<file path="src/rtl/debounce_pkg.sv">
// Shared definitions for the push-button debounce bank: channel FSM states
// and the counter-width helper.
package debounce_pkg;

  typedef enum logic [1:0] {
    ST_REL     = 2'b00,
    ST_REL_CHK = 2'b01,
    ST_PRS     = 2'b10,
    ST_PRS_CHK = 2'b11
  } state_t;

  // Bits needed to hold max_val; never less than one bit.
  function automatic int unsigned cnt_width(input int unsigned max_val);
    return (max_val < 1) ? 1 : int'($clog2(max_val + 1));
  endfunction

endpackage

</file>
<file path="src/rtl/debounce_channel.sv">
// One button: synchroniser, debounce FSM, hold timer and auto-repeat timer.
// Input is already polarity-normalised (1 = pressed).
module debounce_channel
  import debounce_pkg::*;
#(
  parameter int unsigned SYNC_STAGES   = 2,
  parameter int unsigned STABLE_CYCLES = 250000,
  parameter int unsigned LONG_CYCLES   = 25000000,
  parameter int unsigned REPEAT_CYCLES = 0
) (
  input  logic clk25,
  input  logic rst_n,
  input  logic btn_in,
  output logic btn_level,
  output logic btn_press,
  output logic btn_release,
  output logic btn_long,
  output logic btn_repeat
);

  localparam int unsigned STAB_W    = cnt_width(STABLE_CYCLES);
  localparam int unsigned HOLD_W    = cnt_width(LONG_CYCLES);
  localparam int unsigned REP_W     = cnt_width(REPEAT_CYCLES);
  localparam int unsigned STAB_LAST = STABLE_CYCLES - 2;
  localparam int unsigned HOLD_LAST = LONG_CYCLES - 1;
  localparam int unsigned REP_LAST  = (REPEAT_CYCLES > 0) ? REPEAT_CYCLES - 1 : 0;

  logic [SYNC_STAGES-1:0] sync_q;
  logic                   sync_in;
  state_t                 state;
  logic [STAB_W-1:0]      stab_cnt;
  logic [HOLD_W-1:0]      hold_cnt;
  logic [REP_W-1:0]       rep_cnt;
  logic                   held;
  logic                   stab_done;
  logic                   rel_accept;

  always_ff @(posedge clk25 or negedge rst_n) begin
    if (!rst_n) sync_q <= '0;
    else        sync_q <= {sync_q[SYNC_STAGES-2:0], btn_in};
  end

  assign sync_in = sync_q[SYNC_STAGES-1];
  assign held    = (state == ST_PRS) || (state == ST_PRS_CHK);
  // Entry into a CHK state is itself the first stable sample, so the
  // counter completes one short of STABLE_CYCLES.
  assign stab_done  = (stab_cnt == STAB_W'(STAB_LAST));
  assign rel_accept = (state == ST_PRS_CHK) && !sync_in && stab_done;

  always_ff @(posedge clk25 or negedge rst_n) begin
    if (!rst_n) begin
      state       <= ST_REL;
      stab_cnt    <= '0;
      hold_cnt    <= '0;
      rep_cnt     <= '0;
      btn_level   <= 1'b0;
      btn_press   <= 1'b0;
      btn_release <= 1'b0;
      btn_long    <= 1'b0;
      btn_repeat  <= 1'b0;
    end else begin
      btn_press   <= 1'b0;
      btn_release <= 1'b0;
      btn_long    <= 1'b0;
      btn_repeat  <= 1'b0;

      case (state)
        ST_REL: begin
          if (sync_in) begin
            state    <= ST_REL_CHK;
            stab_cnt <= '0;
          end
        end
        ST_REL_CHK: begin
          if (!sync_in) begin
            state    <= ST_REL;
            stab_cnt <= '0;
          end else if (stab_done) begin
            state     <= ST_PRS;
            stab_cnt  <= '0;
            hold_cnt  <= '0;
            rep_cnt   <= '0;
            btn_level <= 1'b1;
            btn_press <= 1'b1;
          end else begin
            stab_cnt <= stab_cnt + STAB_W'(1);
          end
        end
        ST_PRS: begin
          if (!sync_in) begin
            state    <= ST_PRS_CHK;
            stab_cnt <= '0;
          end
        end
        ST_PRS_CHK: begin
          if (sync_in) begin
            state    <= ST_PRS;
            stab_cnt <= '0;
          end else if (stab_done) begin
            state       <= ST_REL;
            stab_cnt    <= '0;
            btn_level   <= 1'b0;
            btn_release <= 1'b1;
          end else begin
            stab_cnt <= stab_cnt + STAB_W'(1);
          end
        end
        default: state <= ST_REL;
      endcase

      // Long/repeat timing runs through candidate releases but is muted on
      // the cycle the release is accepted.
      if (held && !rel_accept) begin
        if (hold_cnt != HOLD_W'(LONG_CYCLES)) begin
          hold_cnt <= hold_cnt + HOLD_W'(1);
          if (hold_cnt == HOLD_W'(HOLD_LAST)) begin
            btn_long <= 1'b1;
            rep_cnt  <= '0;
          end
        end else if (REPEAT_CYCLES > 0) begin
          if (rep_cnt == REP_W'(REP_LAST)) begin
            btn_repeat <= 1'b1;
            rep_cnt    <= '0;
          end else begin
            rep_cnt <= rep_cnt + REP_W'(1);
          end
        end
      end
    end
  end

endmodule

</file>
<file path="src/rtl/debounce_bank.sv">
// Multi-channel push-button conditioner: polarity normalisation followed by
// one independent debounce channel per pin.
module debounce_bank
  import debounce_pkg::*;
#(
  parameter int unsigned          CHANNELS      = 2,
  parameter logic [CHANNELS-1:0]  ACTIVE_LOW    = '1,
  parameter int unsigned          SYNC_STAGES   = 2,
  parameter int unsigned          STABLE_CYCLES = 250000,
  parameter int unsigned          LONG_CYCLES   = 25000000,
  parameter int unsigned          REPEAT_CYCLES = 0
) (
  input  logic                clk25,
  input  logic                rst_n,
  input  logic [CHANNELS-1:0] btn_pin,
  output logic [CHANNELS-1:0] btn_level,
  output logic [CHANNELS-1:0] btn_press,
  output logic [CHANNELS-1:0] btn_release,
  output logic [CHANNELS-1:0] btn_long,
  output logic [CHANNELS-1:0] btn_repeat
);

  logic [CHANNELS-1:0] btn_norm;

  assign btn_norm = btn_pin ^ ACTIVE_LOW;

  for (genvar i = 0; i < CHANNELS; i++) begin : g_ch
    debounce_channel #(
      .SYNC_STAGES  (SYNC_STAGES),
      .STABLE_CYCLES(STABLE_CYCLES),
      .LONG_CYCLES  (LONG_CYCLES),
      .REPEAT_CYCLES(REPEAT_CYCLES)
    ) u_ch (
      .clk25      (clk25),
      .rst_n      (rst_n),
      .btn_in     (btn_norm[i]),
      .btn_level  (btn_level[i]),
      .btn_press  (btn_press[i]),
      .btn_release(btn_release[i]),
      .btn_long   (btn_long[i]),
      .btn_repeat (btn_repeat[i])
    );
  end

endmodule

</file>
<file path="config.mk">
export PLATFORM = sky130hd
export DESIGN_NAME = debounce_bank
export DESIGN_NICKNAME = d
export VERILOG_FILES = /design/src/rtl/debounce_pkg.sv /design/src/rtl/debounce_channel.sv /design/src/rtl/debounce_bank.sv
export SDC_FILE = /design/constraint.sdc
export NUM_CORES = 1
export LEC_CHECK = 0
export ABC_AREA = 1
export BUFFER_PORTS_ARGS = -buffer_cell sky130_fd_sc_hd__buf_2
export CAP_MARGIN = 30
export CELL_PAD_IN_SITES_DETAIL_PLACEMENT = 0
export CELL_PAD_IN_SITES_GLOBAL_PLACEMENT = 1
export CORE_ASPECT_RATIO = 0.8
export CORE_MARGIN = 2
export CORE_UTILIZATION = 46
export CTS_CLUSTER_SIZE = 30
export DETAILED_ROUTE_END_ITERATION = 10
export PLACE_DENSITY = 0.85
export SYNTH_ARGS = -nofsm -noshare
export SYNTH_HDL_FRONTEND = slang
export SYNTH_SLANG_ARGS = --single-unit
export TNS_END_PERCENT = 50
</file>
<file path="constraint.sdc">
create_clock -name clk25 -period 1.9 [get_ports clk25]
set_input_delay 0.285 -clock clk25 [delete_from_list [all_inputs] [get_ports clk25]]
set_output_delay 0.285 -clock clk25 [all_outputs]
set_load 0.02 [all_outputs]
</file>
# Yosys cells after proc, flatten, opt, wreduce, memory -nomap -nowiden
# Cells that the tools add are included.
# totals
elab_cells,133
input_bits,4
out_inout_bits,10
reg_bits,102
# classes
mux,62
addsub,4
n_reduce_logical,22
bitwise,1
n_eq_ne,28
# ops
cell,n
two-way mux 25 bit,10
two-way mux 18 bit,10
one-hot mux 18 bit (4 select lines),2
adder 25 x 1 -> 25 bit (second input constant),2
equality test 25 bit (second input constant),2
!= test 25 bit (second input constant),2
adder 18 x 1 -> 18 bit (second input constant),2
equality test 18 bit (second input constant),2
two-way mux 1 bit,24
two-way mux 2 bit,12
!= test 2 x 1 -> 1 bit (second input constant),8
one-hot mux 2 bit (4 select lines),2
AND reduction 5 bit,2
equality test 2 bit (second input constant),4
!= test 2 bit (second input constant),4
AND reduction 4 bit,2
logical AND 1 bit,6
!= test 3 x 1 -> 1 bit (second input constant),2
!= test 3 bit (second input constant),2
equality test 2 x 1 -> 1 bit (second input constant),2
logical NOT 1 bit,4
logical NOT 2 bit,2
one-hot mux 1 bit (2 select lines),2
AND reduction 2 bit,2
other kinds (3),5

# Longest topological paths before layout
# Gate-level depths: netlist of the first run.
# depth
word_depth,6
depth_mapped,12
mapped_depth_nobuf,11

# By module
# A second synthesis of the first run with hierarchy kept.
# hier_totals
cells_unflattened,994
area_unflattened_um2,6989.2
# by_module_without_submodules
mod,area_each_um2,cells_per_inst,instances,seq_area_each_um2
debounce_channel (g_ch[0].u_ch),3494.6,488,1,1276.2
debounce_channel (g_ch[1].u_ch),3487.1,504,1,1276.2
debounce_bank,7.5,2,1,0.0

# Least setup slack after synthesis of the first run
# Ideal clock, no wire load.
# synth_timing
kind,reg-to-reg
start,reg g_ch[0].u_ch.stab_cnt[0]
end,reg g_ch[0].u_ch.hold_cnt[22]
period_less_slack_ns,1.597
path_buffers,1
arrival_ns,1.476
required_time_ns,1.779
setup_time_ns,0.121
setup_slack_ns,0.303
stages_incl_launch_ff,12
path_cell_list,dfrtp_1 > inv_1 > ha_1 > inv_1 > nor2_2 > nand3_2 > nor2_4 > nand3_2 > nand2_4 > buf_6 > nand2_2 > a21boi_4
# synth_between
elab_chain_len,6
elab_cells_between_ends,9
classes_between,1 x eq/ne; 5 x mux; 3 x reduce/logical
# synth_rtl
item,line,text
from (decl),debounce_channel.sv:31,logic [STAB_W-1:0] stab_cnt;
from (signal assigned),debounce_channel.sv:86,stab_cnt <= stab_cnt + STAB_W'(1);
from (signal assigned),debounce_channel.sv:105,stab_cnt <= stab_cnt + STAB_W'(1);
equality test 18 bit (*),debounce_channel.sv:47,assign stab_done = (stab_cnt == STAB_W'(STAB_LAST));
two-way mux 25 bit,debounce_channel.sv:78,end else if (stab_done) begin
two-way mux 25 bit,debounce_channel.sv:75,if (!sync_in) begin
two-way mux 25 bit,debounce_channel.sv:67,case (state)
two-way mux 25 bit,debounce_channel.sv:114,if (hold_cnt != HOLD_W'(LONG_CYCLES)) begin
two-way mux 25 bit (*),debounce_channel.sv:113,if (held && !rel_accept) begin
to (signal assigned),debounce_channel.sv:115,hold_cnt <= hold_cnt + HOLD_W'(1);
to (decl),debounce_channel.sv:32,logic [HOLD_W-1:0] hold_cnt;
# Mark *: on every way between the ends. The rest lies on a longest branch, timed or not.
# A chain may end at the register's enable or synchronous reset.

# Final worst setup path of the first run
# layout_timing
start,reg g_ch[0].u_ch.stab_cnt[0]
end,reg g_ch[0].u_ch.hold_cnt[20]
# Same word-level chain as after synthesis.

==> impl_metrics.tcl, run 1 <==
set metrics [dict create \
    setup_viol 0 \
    clkTransAtPathRegs_ns 0.08 \
    drv_cap 0 \
    start_util_pct 46.6 \
    numCtsBuffers 9 \
    end_kind "flop" \
    critPathMaxFanout 13 \
    final.setup.tns_ns 0 \
    rows 40 \
    holdWs_ns 0.0619 \
    nNetsFinal 1071 \
    clk_latency_ns 0.35 \
    drt-met1-wl_um 8790 \
    syn_inst 1010 \
    slew_violations 0 \
    drc 0 \
    die_h_um 114 \
    peakVddDrop_uv 481 \
    ys_types 42 \
    antenna_found_initial 0 \
    drive_gt1_share_pct 13.2 \
    syn2layout_area_growth_pct 12.6 \
    status "complete, no violations" \
    syn_avg_cell_area_um2 6.85 \
    cts_sinks 102 \
    grt_setup_unrepaired "yes" \
    io_pins 14 \
    grt_usage_pct 22.3 \
    arrival_ns 2.04 \
    route.met2.wl_um 7250 \
    p_leak_nw 3.69 \
    required_ns 2.17 \
    n_fill_cell 1472 \
    wire_per_inst_um 13.5 \
    cts_tree "built" \
    fmax_mhz 565 \
    path_class "flop to flop" \
    period_share_pct 93.1 \
    grt_max_degree 27 \
    drt_pass1_iterations 6 \
    coreArea_um2 14900 \
    overflow 0 \
    grt_pass1_wl_um 29000 \
    fin_crit_ns 1.77 \
    synth_top_area_share_pct 36.9 \
    final_util_pct 52.4 \
    cts.htree.levels 3 \
    wirelength_um 17000 \
    die_x_um 141 \
    p_per_area_nw_per_um2 776 \
    worst_pin_slew_ns 0.589 \
    synth.area.top_cells "dfrtp_1 (37%), nand2_1 (19%), nor2_1 (6.8%)" \
    antenna_cells 0 \
    io_buffers 11 \
    yosysSeqAreaShare_pct 36.9 \
    first_iter_violations 532 \
    ctsRootBufferMaster "clkbuf_16" \
    fin_worst_skew_ns 0.00600 \
    dp_hpwl_um 12800 \
    vias_per_cell 5.14 \
    ys_warn_count 0 \
    relSlewSlack_pct 60.7 \
    clk_path_buf_depth 2 \
    grt_pass1_vias 5911 \
    dr_wl_met3_um 822 \
    netlist_area_um2 6920 \
    gp_congestion 0.927 \
    synth_largest_area_cell "dfrtp_1" \
    ant_nets 0 \
    ys_ff_latch 102 \
    vias 6445 \
    hp-class "input port to flop" \
    top_layer "met4" \
    hold_viol 0 \
    start_kind "flop" \
    dieArea_um2 16100 \
    total_power_mw 6.05 \
]
## per-stage QoR
stage / instance area [um2] / setup slack, ns / cells
floorplan: 6930 / 0.303 / 1011
global placement: 7420 / 0.0932 / 1233
detailed placement: 7420 / 0.0641 / 1233
CTS: 7720 / 0.0470 / 1250
global route: 7790 / -0.0177 / 1253
finish: 7790 / 0.130 / 1253
## metal layers
layer,track usage (%),vias to the layer above
li1,-,3327
met1,34.3,2936
met2,33.2,174
met3,4.07,8
met4,3.73,0
met5,0,-
## report_power, final
part	internal (mW)	switching, mW
registers	2.35	0.179
clock network	0.953	0.916
logic	0.629	1.02
total	3.93	2.12
## repair_timing
item / 4_1_cts / 5_1_grt
setup endpoints to repair: 0 / 24
hold buffers: 1 / 0
setup buffers: 0 / 3
gates resized for setup: 0 / 9
endpoints found under the hold margin: 20 / 0
## area by class of cell
type	instances	area, um2	area share (%)
Inverter	102	385	4.95
Timing Repair Buffer	69	533	6.84
Sequential cell	102	2550	32.8
Clock buffer	10	239	3.07
Multi-Input combinational cell	775	3790	48.7
Tap cell	189	236	3.03
Clock inverter	6	53.8	0.690
## worst max-delay path, cell delays in order (launching register included)
cell and delay, ns:
dfrtp_1 0.38, inv_1 0.06, ha_1 0.18, inv_1 0.06
nor2_2 0.11, nand3_2 0.09, nor2_4 0.13, nand3_2 0.15
nand2_8 0.17, nor2_4 0.05, buf_12 0.15, a21boi_0 0.15
## cell usage in the layout (no fill, tap or decap), types with 10 or more instances in the layout
cell type,n
o21ai_0,19
a31oi_1,16
nand2_2,12
nor3_1,25
buf_4,55
nand3_1,73
xor2_1,29
inv_1,96
nand4_1,31
dfrtp_1,102
nor2_2,14
nor2_1,123
a21oi_1,10
nand2_1,346
buf_2,10
## kinds of logic after synthesis
| logic type | after synthesis | synth area share [%] |
|---|---|---|
| xor gates and xnor gates | 33 | 4.18 |
| DFF | 102 | 36.9 |
| buffers and inverters | 134 | 9.06 |
| and+or+nand+nor | 656 | 41.7 |
| AOI/OAI and AO/OA | 76 | 6.69 |
| other | 1 | 0.0542 |
| adders and majority gates | 8 | 1.45 |
## flip-flops by register name, indices dropped and copies added, names as in the netlist, named ones only
| name | count |
|---|---|
| g_ch.u_ch.btn_press | 2 |
| g_ch.u_ch.stab_cnt | 36 |
| g_ch.u_ch.btn_long | 2 |
| g_ch.u_ch.hold_cnt | 50 |
| g_ch.u_ch.btn_release | 2 |
| g_ch.u_ch.btn_level | 2 |
| g_ch.u_ch.state | 2 |
| g_ch.u_ch.sync_q | 4 |
## worst paths after layout
| check | startpoint | endpoint | slack [ns] | cells past startpoint |
|---|---|---|---|---|
| worst max-delay path | g_ch[0].u_ch.stab_cnt[0]$_DFFE_PN0P_ | g_ch[0].u_ch.hold_cnt[20]$_DFF_PN0_ | 0.13 | 11 |
| worst min-delay path | btn_pin[1] | g_ch[1].u_ch.sync_q[0]$_DFF_PN0_ | 0.06 | 2 |
| worst max register to register | g_ch[0].u_ch.stab_cnt[0]$_DFFE_PN0P_ | g_ch[0].u_ch.hold_cnt[20]$_DFF_PN0_ | 0.13 | 11 |
| worst min register to register | g_ch[0].u_ch.sync_q[0]$_DFF_PN0_ | g_ch[0].u_ch.sync_q[1]$_DFF_PN0_ | 0.36 | 0 |
| max in group asynchronous | rst_n | g_ch[0].u_ch.hold_cnt[24]$_DFF_PN0_ | 0.95 | 3 |
| min in group asynchronous | rst_n | g_ch[1].u_ch.stab_cnt[3]$_DFFE_PN0P_ | 0.37 | 2 |
## cell usage after synthesis (all sizes together)
cell	instances
or2	1
o21bai	2
o21ai	32
a21oi	10
ha	8
buf	30
nand3b	9
o31ai	2
nor4	2
nand3	80
o22ai	7
nand2	359
dfrtp	102
conb	1
a21boi	7
clkbuf	2
a31oi	16
nor2	143
xor2	29
nand4	31
nor3b	1
xnor2	4
inv	102
nor3	29
and3	1
Power figures use the tool's default switching activity.
==> run 2, diff against run 1 <==
Settings changed: SETUP_SLACK_MARGIN from default to 0.2, SLEW_MARGIN from default to 20.
==> impl_metrics.tcl, run 2 (synthesis gave the netlist of run 1 again) <==
set metrics [dict create \
    swShare_pct 35.3 \
    overflow 0 \
    arrival_ns 2.02 \
    grt_usage_pct 23.1 \
    p_per_area_nw_per_um2 800 \
    path_delay_family "simple AND/OR/NAND/NOR gates" \
    period_share_pct 90.7 \
    cts.htree.levels 3 \
    die_h_um 114 \
    clk_path_buf_depth 2 \
    status "complete, no violations" \
    cts_tree "built" \
    first_iter_violations 537 \
    fin_crit_ns 1.72 \
    largest_reg_flops 50 \
    wire_per_inst_um 14.1 \
    vias 6699 \
    io_pins 14 \
    fin_cells 1285 \
    peakVddDrop_uv 520 \
    ant_nets 0 \
    clkTransAtPathRegs_ns 0.08 \
    regMostFlops "g_ch.u_ch.hold_cnt" \
    path_cells "inv_2, ha_4, nand3_2, nor2_2, nand2_2, nor2_4, buf_6, nand3_4, nand2_2, nand2_1, nand2_1" \
    start_util_pct 46.6 \
    final_cell_mix "nand2_1 (330), nor2_1 (112), dfrtp_1 (99), inv_1 (92), nand3_1 (64)" \
    numCtsBuffers 9 \
    antenna_found_initial 0 \
    nNetsFinal 1103 \
    met3_usage_pct 4.16 \
    drv_cap 0 \
    placedCellCount 1233 \
    slew_violations 0 \
    worst_pin_slew_ns 0.611 \
    p_clk_share_pct 27.8 \
    required_ns 2.20 \
    reg_top3 "g_ch.u_ch.hold_cnt (50), g_ch.u_ch.stab_cnt (36), g_ch.u_ch.sync_q (4)" \
    worst-r2r-setup-slack_ns 0.18 \
    post_dp_cell_area_um2 7420 \
    cellInternalPower_mw 4.35 \
    start_kind "flop" \
    p_leak_nw 3.90 \
    final.setup.tns_ns 0 \
    ctsRootBufferMaster "clkbuf_16" \
    drt_pass1_iterations 5 \
    wirelength_um 18100 \
    grt_pass1_wl_um 30000 \
    die_x_um 141 \
    final_common_cell "nand2_1" \
    rows 40 \
    critPathSlowestCell "dfrtp_1" \
    end_kind "flop" \
    grt_max_degree 27 \
    io_buffers 11 \
    grt_pass1_vias 6105 \
    drc 0 \
    antenna_cells 0 \
    cp_num_buf_inv 2 \
    drive_gt1_share_pct 20.3 \
    coreArea_um2 14900 \
    cts_sinks 102 \
    dp_hpwl_um 12800 \
    final_util_pct 56.5 \
    grt_setup_unrepaired "yes" \
    gp_congestion 0.927 \
    clk_latency_ns 0.36 \
    syn2layout_area_growth_pct 21.4 \
    critPathMaxFanout 6 \
    p_sw_mw 2.37 \
    grt_use_met2_pct 34.9 \
    use_met1_pct 35.4 \
    hold_viol 0 \
    setup_viol 0 \
    slowest_delay_ns 0.44 \
    hp-class "input port to flop" \
    relSlewSlack_pct 59.1 \
    dieArea_um2 16100 \
    pwr-share-seq_pct 37.7 \
    pwr-share-comb_pct 34.4 \
    fmax_mhz 580 \
    path_class "flop to flop" \
    design_area_um2 8400 \
    fin_worst_skew_ns 0.00732 \
    n_fill_cell 1412 \
    grt_most_used_layer "met1" \
    vias_per_cell 5.21 \
    total_power_mw 6.73 \
]
## run 2: cell count changes in the layout (fill, tap and decap cells not counted), moves of 4 or more
cell     delta
nand3_1     -9
nand2_2    +14
buf_4       +8
nand2_1    -16
buf_6      +16
o21ai_0     -4
nand3_2     +6
inv_1       -4
nor2_4      +9
nor2_1     -11
nand3_4     +4
## run 2: worst paths after layout
kind                                                     from                                    to  cells past startpoint
max                        g_ch[0].u_ch.hold_cnt[0]$_DFF_PN0_    g_ch[0].u_ch.hold_cnt[6]$_DFF_PN0_                     11
min reg2reg                  g_ch[0].u_ch.sync_q[0]$_DFF_PN0_      g_ch[0].u_ch.sync_q[1]$_DFF_PN0_                      0
max reg2reg                g_ch[0].u_ch.hold_cnt[0]$_DFF_PN0_    g_ch[0].u_ch.hold_cnt[6]$_DFF_PN0_                     11
min in group asynchronous                               rst_n  g_ch[1].u_ch.stab_cnt[3]$_DFFE_PN0P_                      2
max in group asynchronous                               rst_n   g_ch[0].u_ch.hold_cnt[21]$_DFF_PN0_                      3
min                                                btn_pin[0]      g_ch[0].u_ch.sync_q[0]$_DFF_PN0_                      2
## run 2: stage by stage
stage / setup WS [ns] / hold WS (ns)
final: 0.176 / 0.0608
after global routing: 0.0755 / 0.0435
after CTS: 0.134 / 0.0469
after detailed placement: 0.0641 / 0.215
after global placement: 0.0932 / 0.212
after floorplan: 0.303 / -0.0106
## run 2: cell type report
type | count | area, um2 | share of cell area, %
clock buffer | 10 | 239 | 2.84
clock inverter | 6 | 53.8 | 0.640
inverter | 102 | 395 | 4.70
multi-input combinational | 777 | 4050 | 48.1
sequential | 102 | 2560 | 30.4
tap | 189 | 236 | 2.81
timing repair buffer | 98 | 871 | 10.4
timing repair inverter | 1 | 7.51 | 0.0893
## run 2: layer usage
metal | wire length, um | vias up
met5 | 0 | -
met2 | 7980 | 176
met3 | 862 | 10
li1 | - | 3406
met1 | 9150 | 3107
met4 | 125 | 0
## run 2: power by group through the flow
stage	clock network [mW]	logic (mW)	registers, mW
after floorplan	0	1.11	2.54
after global placement	0	1.59	2.56
after detailed placement	0	1.60	2.56
after CTS	1.93	2.06	2.53
after global routing	2.01	2.55	2.57
final	1.87	2.32	2.54
## run 2: timing repair
| item | in CTS | in global routing |
|---|---|---|
| pin swaps | 6 | 34 |
| setup buffers | 18 | 13 |
| endpoints found under the setup margin | 63 | 82 |
| endpoints found under the hold margin | 20 | 0 |
| cloned | 3 | 1 |
| gates resized for setup | 38 | 69 |
| hold buffers | 1 | 0 |
==> run 3, diff against run 2 <==
Settings changed: SETUP_SLACK_MARGIN 0.2 to 0.3.
==> impl_metrics.tcl, run 3 (synthesis gave the netlist of run 1 again) <==
set metrics [dict create \
    status "complete, no violations" \
    dieArea_um2 16100 \
    io_buffers 11 \
    drive_gt1_share_pct 25.0 \
    cts.htree.levels 3 \
    clk_latency_ns 0.36 \
    hp-class "input port to flop" \
    startpoint "g_ch[0].u_ch.stab_cnt[1]$_DFFE_PN0P_" \
    final_cell_mix "nand2_1 (326), nor2_1 (111), dfrtp_1 (97), inv_1 (87), buf_4 (74)" \
    final.setup.tns_ns 0 \
    reg2regPathDepth 11 \
    grt_pass1_wl_um 31600 \
    largest_reg_flops 50 \
    start_kind "flop" \
    start_util_pct 46.6 \
    io_pins 14 \
    required_ns 2.15 \
    end_kind "flop" \
    fin_cells 1312 \
    slowest_delay_ns 0.42 \
    critical_path_depth 11 \
    path_class "flop to flop" \
    grt_max_degree 27 \
    vias 6990 \
    first_iter_violations 592 \
    hold_viol 0 \
    grt_setup_unrepaired "yes" \
    cts_tree "built" \
    drt_pass1_iterations 6 \
    ctsRootBufferMaster "clkbuf_16" \
    relSlewSlack_pct 61.0 \
    p_leak_nw 4.09 \
    critPathMaxFanout 4 \
    die_x_um 141 \
    rows 40 \
    path_delay_family "simple AND/OR/NAND/NOR gates" \
    fin_worst_skew_ns 0.00671 \
    die_h_um 114 \
    reg_top3 "g_ch.u_ch.hold_cnt (50), g_ch.u_ch.stab_cnt (36), g_ch.u_ch.sync_q (4)" \
    nNetsFinal 1130 \
    fmax_mhz 583 \
    design_area_um2 8920 \
    wire_per_inst_um 14.8 \
    crit_end "g_ch[0].u_ch.stab_cnt[16]$_DFFE_PN0P_" \
    worst_pin_slew_ns 0.583 \
    regMostFlops "g_ch.u_ch.hold_cnt" \
    post_dp_cell_area_um2 7420 \
    grt_pass1_vias 6273 \
    clkTransAtPathRegs_ns 0.08 \
    period_share_pct 90.3 \
    coreArea_um2 14900 \
    p_per_area_nw_per_um2 803 \
    peakVddDrop_uv 573 \
    antenna_cells 0 \
    antenna_found_initial 0 \
    holdWs_ns 0.0579 \
    numCtsBuffers 9 \
    wirelength_um 19400 \
    worst-r2r-setup-slack_ns 0.18 \
    vias_per_cell 5.33 \
    dp_hpwl_um 12800 \
    total_power_mw 7.16 \
    setup_viol 0 \
    clk_path_buf_depth 2 \
    fin_crit_ns 1.72 \
    n_fill_cell 1351 \
    critPathSlowestCell "dfrtp_1" \
    overflow 0 \
    arrival_ns 1.97 \
    path_cells "buf_6, ha_2, inv_1, nor2_4, nand3_2, nor2_4, nand3_1, nor2_1, nand3_1, nand2_1, nand2_1" \
    drv_cap 0 \
    cts_sinks 102 \
    reg2reg_from "g_ch[0].u_ch.stab_cnt[1]$_DFFE_PN0P_" \
    reg2reg_to "g_ch[0].u_ch.stab_cnt[16]$_DFFE_PN0P_" \
    ant_nets 0 \
    cp_num_buf_inv 2 \
    syn2layout_area_growth_pct 28.9 \
    placedCellCount 1233 \
    slew_violations 0 \
    drc 0 \
    gp_congestion 0.927 \
    grt_usage_pct 24.5 \
    final_common_cell "nand2_1" \
]
==> run 3: cell types whose count changed in the layout (fill, tap and decap cells not counted), moves of 4 or more <==
cell | before | now
nand3_2 | 11 | 15
o22ai_1 | 7 | 2
inv_1 | 92 | 87
nor2_4 | 15 | 22
buf_4 | 63 | 74
buf_6 | 16 | 28
nand2_1 | 330 | 326
nand3_1 | 64 | 58
nor2_2 | 17 | 11
nand2_4 | 2 | 6
o22ai_2 | 0 | 5
==> run 3: per-layer routing <==
layer | GRT usage, % | vias up | part of all wire, %
li1 | - | 3464 | -
met1 | 36.7 | 3278 | 48
met2 | 37.3 | 229 | 45
met3 | 4.53 | 19 | 6.1
met4 | 4.53 | 0 | 1.1
met5 | 0 | - | 0
==> run 3: worst min path at each step <==
| stage | endpoint | slack [ns] | start | cells after the start |
|---|---|---|---|---|
| detailed placement | g_ch[1].u_ch.stab_cnt[2]$_DFFE_PN0P_ | 0.22 | rst_n | 1 |
| finish | g_ch[1].u_ch.sync_q[0]$_DFF_PN0_ | 0.06 | btn_pin[1] | 2 |
| global route | g_ch[1].u_ch.sync_q[0]$_DFF_PN0_ | 0.04 | btn_pin[1] | 2 |
| global placement | g_ch[1].u_ch.sync_q[1]$_DFF_PN0_ | 0.21 | rst_n | 1 |
| floorplan | asynchronous set/reset pin | -0.01 | rst_n | 0 |
| CTS | g_ch[1].u_ch.sync_q[0]$_DFF_PN0_ | 0.05 | btn_pin[1] | 2 |
==> run 3: what timing repair did <==
item                                    4_1_cts  5_1_grt
buffers inserted                             32       22
hold endpoints to repair                     20        0
resized for setup                            88       93
pin swaps                                    23       26
hold buffers                                  1        0
endpoints found under the setup margin       73       91
cloned                                        6        2
==> run 3: power breakdown <==
| part | switching, mW | total, mW | internal, mW |
|---|---|---|---|
| Sequential | 0.189 | 2.54 | 2.35 |
| Combinational | 1.48 | 2.74 | 1.27 |
| Clock | 0.929 | 1.88 | 0.953 |
==> run 3: final cells by class <==
cell class	count	area (um2)	share of cell area (%)
Multi-Input combinational cell	778	4250	47.6
Sequential cell	102	2560	28.7
Timing Repair Buffer	124	1160	13.0
Inverter	102	413	4.63
Clock buffer	10	239	2.68
Tap cell	189	236	2.65
Clock inverter	6	53.8	0.603
Timing Repair inverter	1	7.51	0.0841
==> run 3: through the flow <==
step           util, %  setup WS [ns]
4_1_cts           56.6          0.129
3_5_place_dp      49.9         0.0641
3_3_place_gp      49.9         0.0932
5_1_grt           60.0         0.0685
2_1_floorplan        -          0.303
6_report          60.0          0.183
==> run 3: worst reg2reg max path, delay by kind of cell (launching register included) <==
family / cells / cell delay [ns]
AND/OR/NAND/NOR: 8 / 0.81
flip-flops: 1 / 0.42
buffers and inverters: 2 / 0.19
adder cells (fa/ha/maj): 1 / 0.18
